<file path="config.mk">
export PLATFORM = sky130hd
export DESIGN_NAME = truth_table_engine
export DESIGN_NICKNAME = d
export VERILOG_FILES = /design/src/rtl/tte_pkg.sv /design/src/rtl/tte_lut.sv /design/src/rtl/truth_table_engine.sv
export SDC_FILE = /design/constraint.sdc
export NUM_CORES = 1
export LEC_CHECK = 0
export CORE_MARGIN = 1
export CORE_UTILIZATION = 25
export DETAILED_ROUTE_END_ITERATION = 8
export SETUP_SLACK_MARGIN = 0.02
export SYNTH_ARGS = -nofsm -noshare
export SYNTH_HDL_FRONTEND = slang
export SYNTH_SLANG_ARGS = --single-unit
</file>
<file path="constraint.sdc">
create_clock -name clk -period 1.55 [get_ports clk]
set_input_delay 0.31 -clock clk [delete_from_list [all_inputs] [get_ports clk]]
set_output_delay 0.31 -clock clk [all_outputs]
set_load 0.005 [all_outputs]
</file>
<file path="src/rtl/tte_pkg.sv">
// Shared types and defaults for the truth-table engine.
// TTE_SWEEP_EN adds the SWEEP state used by the exhaustive sweep.
package tte_pkg;

   localparam int          DEF_N_IN       = 4;
   localparam int          DEF_CNT_W      = 8;
   localparam logic [15:0] DEF_INIT_TABLE = 16'h8118;

   typedef enum logic [1:0] {
      ST_IDLE,
      ST_LOAD
`ifdef TTE_SWEEP_EN
      ,
      ST_SWEEP
`endif
   } state_e;

endpackage

</file>
<file path="src/rtl/tte_lut.sv">
// Truth-table storage: one serial write port, one combinational read port,
// reloaded with INIT_TABLE on synchronous reset.
module tte_lut
   import tte_pkg::*;
#(
   parameter int                     N_IN       = DEF_N_IN,
   parameter logic [(1<<N_IN)-1:0]   INIT_TABLE = DEF_INIT_TABLE
) (
   input  logic            clk,
   input  logic            rst_n,
   input  logic            we_i,
   input  logic [N_IN-1:0] waddr_i,
   input  logic            wbit_i,
   input  logic [N_IN-1:0] raddr_i,
   output logic            rdata_o
);

   logic [(1<<N_IN)-1:0] tbl_q;

   always_ff @(posedge clk) begin
      if (!rst_n)    tbl_q          <= INIT_TABLE;
      else if (we_i) tbl_q[waddr_i] <= wbit_i;
   end

   assign rdata_o = tbl_q[raddr_i];

endmodule

</file>
<file path="src/rtl/truth_table_engine.sv">
// Programmable truth-table evaluator with serial load, match counter and,
// when TTE_SWEEP_EN is defined, an exhaustive input sweep.
module truth_table_engine
   import tte_pkg::*;
#(
   parameter int                     N_IN       = DEF_N_IN,
   parameter logic [(1<<N_IN)-1:0]   INIT_TABLE = DEF_INIT_TABLE,
   parameter int                     CNT_W      = DEF_CNT_W
) (
   input  logic             clk,
   input  logic             rst_n,
   input  logic             load_start,
   input  logic             load_valid,
   input  logic             load_bit,
   output logic             load_done,
   input  logic             in_valid,
   output logic             in_ready,
   input  logic [N_IN-1:0]  in_vec,
   input  logic             sweep_start,
   input  logic             cnt_clr,
   output logic             out_valid,
   output logic [N_IN-1:0]  out_vec,
   output logic             out_s,
   output logic [CNT_W-1:0] match_cnt,
   output logic             busy
);

   localparam logic [N_IN-1:0] LAST = '1;

   state_e           state_q;
   logic [N_IN-1:0]  addr_q;
   logic             load_done_q;
   logic             out_valid_q;
   logic [N_IN-1:0]  out_vec_q;
   logic             out_s_q;
   logic [CNT_W-1:0] match_cnt_q;
   logic [N_IN-1:0]  raddr;
   logic             rd_bit;
   logic             we;

   assign we = (state_q == ST_LOAD) && load_valid && !load_start;

`ifdef TTE_SWEEP_EN
   logic [N_IN-1:0] sweep_q;
   // sweep_q rests at 0 in IDLE, so the first sweep step reads entry 0
   assign raddr = (state_q == ST_IDLE && !sweep_start) ? in_vec : sweep_q;
`else
   logic unused_sweep_start;
   assign unused_sweep_start = sweep_start;
   assign raddr = in_vec;
`endif

   tte_lut #(.N_IN(N_IN), .INIT_TABLE(INIT_TABLE)) u_lut (
      .clk     (clk),
      .rst_n   (rst_n),
      .we_i    (we),
      .waddr_i (addr_q),
      .wbit_i  (load_bit),
      .raddr_i (raddr),
      .rdata_o (rd_bit)
   );

   always_ff @(posedge clk) begin
      if (!rst_n) begin
         state_q     <= ST_IDLE;
         addr_q      <= '0;
         load_done_q <= 1'b0;
         out_valid_q <= 1'b0;
         out_vec_q   <= '0;
         out_s_q     <= 1'b0;
         match_cnt_q <= '0;
`ifdef TTE_SWEEP_EN
         sweep_q     <= '0;
`endif
      end else begin
         load_done_q <= 1'b0;
         out_valid_q <= 1'b0;
         case (state_q)
            ST_IDLE: begin
               if (load_start) begin
                  state_q <= ST_LOAD;
                  addr_q  <= '0;
               end
`ifdef TTE_SWEEP_EN
               else if (sweep_start) begin
                  state_q     <= ST_SWEEP;
                  out_valid_q <= 1'b1;
                  out_vec_q   <= sweep_q;
                  out_s_q     <= rd_bit;
                  sweep_q     <= sweep_q + 1'b1;
               end
`endif
               else if (in_valid) begin
                  out_valid_q <= 1'b1;
                  out_vec_q   <= in_vec;
                  out_s_q     <= rd_bit;
               end
            end
            ST_LOAD: begin
               // a restart rewinds the address; written bits stay in the LUT
               if (load_start) begin
                  addr_q <= '0;
               end else if (load_valid) begin
                  addr_q <= addr_q + 1'b1;
                  if (addr_q == LAST) begin
                     state_q     <= ST_IDLE;
                     load_done_q <= 1'b1;
                  end
               end
            end
`ifdef TTE_SWEEP_EN
            ST_SWEEP: begin
               out_valid_q <= 1'b1;
               out_vec_q   <= sweep_q;
               out_s_q     <= rd_bit;
               sweep_q     <= sweep_q + 1'b1;
               if (sweep_q == LAST) state_q <= ST_IDLE;
            end
`endif
            default: state_q <= ST_IDLE;
         endcase

         if (cnt_clr)
            match_cnt_q <= '0;
         else if (out_valid_q && out_s_q && match_cnt_q != '1)
            match_cnt_q <= match_cnt_q + 1'b1;
      end
   end

   assign load_done = load_done_q;
   assign in_ready  = (state_q == ST_IDLE);
   assign out_valid = out_valid_q;
   assign out_vec   = out_vec_q;
   assign out_s     = out_s_q;
   assign match_cnt = match_cnt_q;
   assign busy      = (state_q != ST_IDLE);

endmodule
</file>
==> summary.md <==
| Metric | Value |
|---|---|
| Status | finished with violations |
| Failing checks | DRC |
| Port Buffer Count | 27 |
| CP Launch Type | register |
| Setup crit end kind | register |
| Final Hold Slack | 0.4691 ns |
| Layout area overhead | 38.28% |
| Yosys cell types | 32 |
| TNS Setup | 0 ns |
| Largest net degree at the start of global routing | 13 |
| Worst vdd ir | 0.3684 mV |
| Tcrit/Tclk final | 99.93% |
| RePlAce Congestion | roughly 0.77 |
| CTS Buf Count | 5 |
| Layout cells sized above 1 | approximately a quarter |
| Fin crit period | 1.549 ns |
| CTS clock-pin slew for the worst setup and hold paths | approximately 0.08 ns |
| Worst rel slew slack | 74.01% |
| Syn nets | 192 |
| CTS tree | done |
| Slew @ Worst Pin | just under 0.4 ns |
| Vias in the first global route | about 1300 |
| Synthesis Warnings | 0 |
| Syn_area_per_cell | roughly 9.7 um^2 |
| N_diodes | 0 |
| Remaining Overflow, GRT | 0 |
| Antenna violations before repair | 0 |
| Via density | roughly 4.9 |
| Worst Path Required | roughly 1.7 ns |
| Cell Area, Synth | 1703 um^2 |
| CP max FO | 2 |
| I/O Pins | 29 |
| Setup CP Type | register to register |
| Root Driver | clkbuf_8 |
| PD cells | approximately 820 nW/um^2 |
| Die area | roughly 7100 um^2 |
| Clock latency at the later pin of the worst-skew pair | 0.29 ns |
| H-tree depth | 2 |
| Routed len/inst | 12.77 um |
| DP HPWL | roughly 2900 um |
| # DRC | 4 |
| Fmax | 645.6 MHz |
| Final hold vios | 0 |
| First-pass GRT wire length | 6368 um |
| Core area | 6459 um^2 |
| Overall Global Routing Usage | between 10% and 20% |
| Die W | approximately 85 um |
| Register area share after synthesis | 42.32% |
| Clk_skew | 0.005594 ns |
| Fin nets | 242 |
| Synthesized flop and latch total | 36 |
| CTS hold repair buffers | 0 |
| FILL cells | 654 |
| Leak | 0.8221 nW |
| Worst path arrival time | 1.74 ns |
| Clock Sink Count | 36 |
| DR pass1 iterations | 7 |
| Final Max Slew Viols | 0 |
| HP Class | input pin to register |
| Via count | 1490 |
| FP Rows | 29 |
| RSZ-0062 raised after global routing | yes |
| DRT Wirelength | 3869 um |
| Final setup viols | 0 |
| Die Y | 84.53 um |
| Routed Antenna Nets | 0 |
| Initial Util | between 20% and 30% |
| Cells after synthesis | 175 |
| Iter 0 DRT Violations | 78 |
| Clk buf depth | 2 |
| Max-capacitance violation count | 0 |
area by class of cell:
type / count / area [um^2] / share of cell area, %
Sequential cell: 36 / 740.7 / 31.46
Timing Repair Buffer: 50 / 442.9 / 18.81
Tap cell: 77 / 96.34 / 4.091
Clock inverter: 3 / 42.54 / 1.807
Multi-Input combinational cell: 127 / 944.7 / 40.12
Inverter: 5 / 18.77 / 0.7970
Clock buffer: 5 / 68.82 / 2.922
Yosys cell counts:
| library cell | n | share of area (%) |
|---|---|---|
| clkbuf_1 | 6 | 1.3 |
| xnor2_1 | 1 | 0.51 |
| a21boi_0 | 9 | 4.0 |
| and4_1 | 1 | 0.51 |
| mux2i_1 | 10 | 5.9 |
| nor2b_1 | 8 | 2.9 |
| o311ai_0 | 2 | 1.0 |
| ha_1 | 5 | 3.7 |
| xor2_1 | 4 | 2.1 |
| a21oi_1 | 5 | 1.5 |
| or4_1 | 1 | 0.44 |
| nand4b_1 | 4 | 2.1 |
| and2_1 | 4 | 1.5 |
| o21ai_0 | 15 | 4.4 |
| and3_1 | 2 | 0.73 |
| nand3_1 | 6 | 1.8 |
| nor3b_1 | 1 | 0.44 |
| or3_1 | 10 | 3.7 |
| nor2_1 | 10 | 2.2 |
| nor3_1 | 5 | 1.5 |
| nand4_1 | 2 | 0.73 |
| inv_1 | 5 | 1.1 |
| buf_1 | 1 | 0.22 |
| a41o_1 | 1 | 0.59 |
| o211ai_1 | 3 | 1.3 |
| nand2b_1 | 4 | 1.5 |
| mux4_1 | 4 | 6.2 |
| o31ai_1 | 1 | 0.44 |
| nor3b_2 | 1 | 0.73 |
| dfxtp_1 | 36 | 42 |
| nand2_1 | 7 | 1.5 |
| mux4_2 | 1 | 1.3 |
layout by cell type, fill, tap and decap left out, types with 6 or more instances in the layout:
master           synthesis  routed
nor2_1                  10      10
buf_4                    0      23
nand3_1                  6       6
nand2_1                  7       7
clkdlybuf4s50_1          0      24
dfxtp_1                 36      24
o21ai_0                 15      14
nor2b_1                  8       8
a21boi_0                 9       8
mux2i_1                 10      10
dfxtp_2                  0      10
or3_1                   10      10
sequential cells by signal, summed over array words and instances (netlist names):
| name | flops |
|---|---|
| addr_q | 4 |
| load_done | 1 |
| match_cnt | 8 |
| out_s | 1 |
| out_valid | 1 |
| out_vec | 4 |
| state_q | 1 |
| u_lut.tbl_q | 16 |
critical path, stage by stage (launching register included):
cell and delay, ns:
dfxtp_2 0.33, mux4_2 0.46, mux4_2 0.47, mux2i_1 0.14, nor2b_1 0.05
final timing paths:
path | start | endpoint | slack [ns] | cells after the start
setup reg to reg | u_lut.tbl_q[15] | out_s | 0.001 | 4
hold reg to reg | u_lut.tbl_q[5] | u_lut.tbl_q[5] | 0.48 | 2
hold / removal | in_vec[2] | out_vec[2] | 0.47 | 3
setup / recovery | u_lut.tbl_q[15] | out_s | 0.001 | 4
cell families after synthesis:
kind of cell             Yosys count  share of synthesized area (%)
AND/OR/NAND/NOR                   66                          22.19
AO/OA/AOI/OAI                     36                          13.23
flip-flops                        36                          42.32
multiplexers                      15                          13.37
buffers and inverters             12                          2.645
XOR/XNOR                           5                          2.572
adder cells (fa/ha/maj)            5                          3.674
per-stage QoR:
step           instances  setup WS [ns]  cell area (um^2)  util (%)  power, mW
6_report             303       0.001119              2355     36.46      1.930
5_1_grt              303       -0.05255              2355     36.46      1.999
4_1_cts              300      -0.005720              2305     35.68      1.945
3_5_place_dp         292        -0.6592              2178     33.73      1.123
3_3_place_gp         292        -0.6291              2178     33.73      1.121
2_1_floorplan        175        0.02782              1688         -      1.026
repair_timing:
action	in CTS	in global routing
buffers inserted	0	3
pin swaps	0	2
resized for setup	14	13
endpoints found under the hold margin	0	0
setup endpoints to repair	9	20
report_power, final:
group | switching [mW] | internal [mW]
Combinational | 0.0642 | 0.0969
Clock | 0.354 | 0.476
Sequential | 0.00724 | 0.932
Total | 0.426 | 1.50
routing by layer:
metal,track usage (%),vias up,wire length (um)
li1,-,736,-
met1,14.23,712,1847
met2,18.26,37,1826
met3,2.950,5,167
met4,5.085,0,27
met5,0,-,0
(Power assumes the default switching activity.)
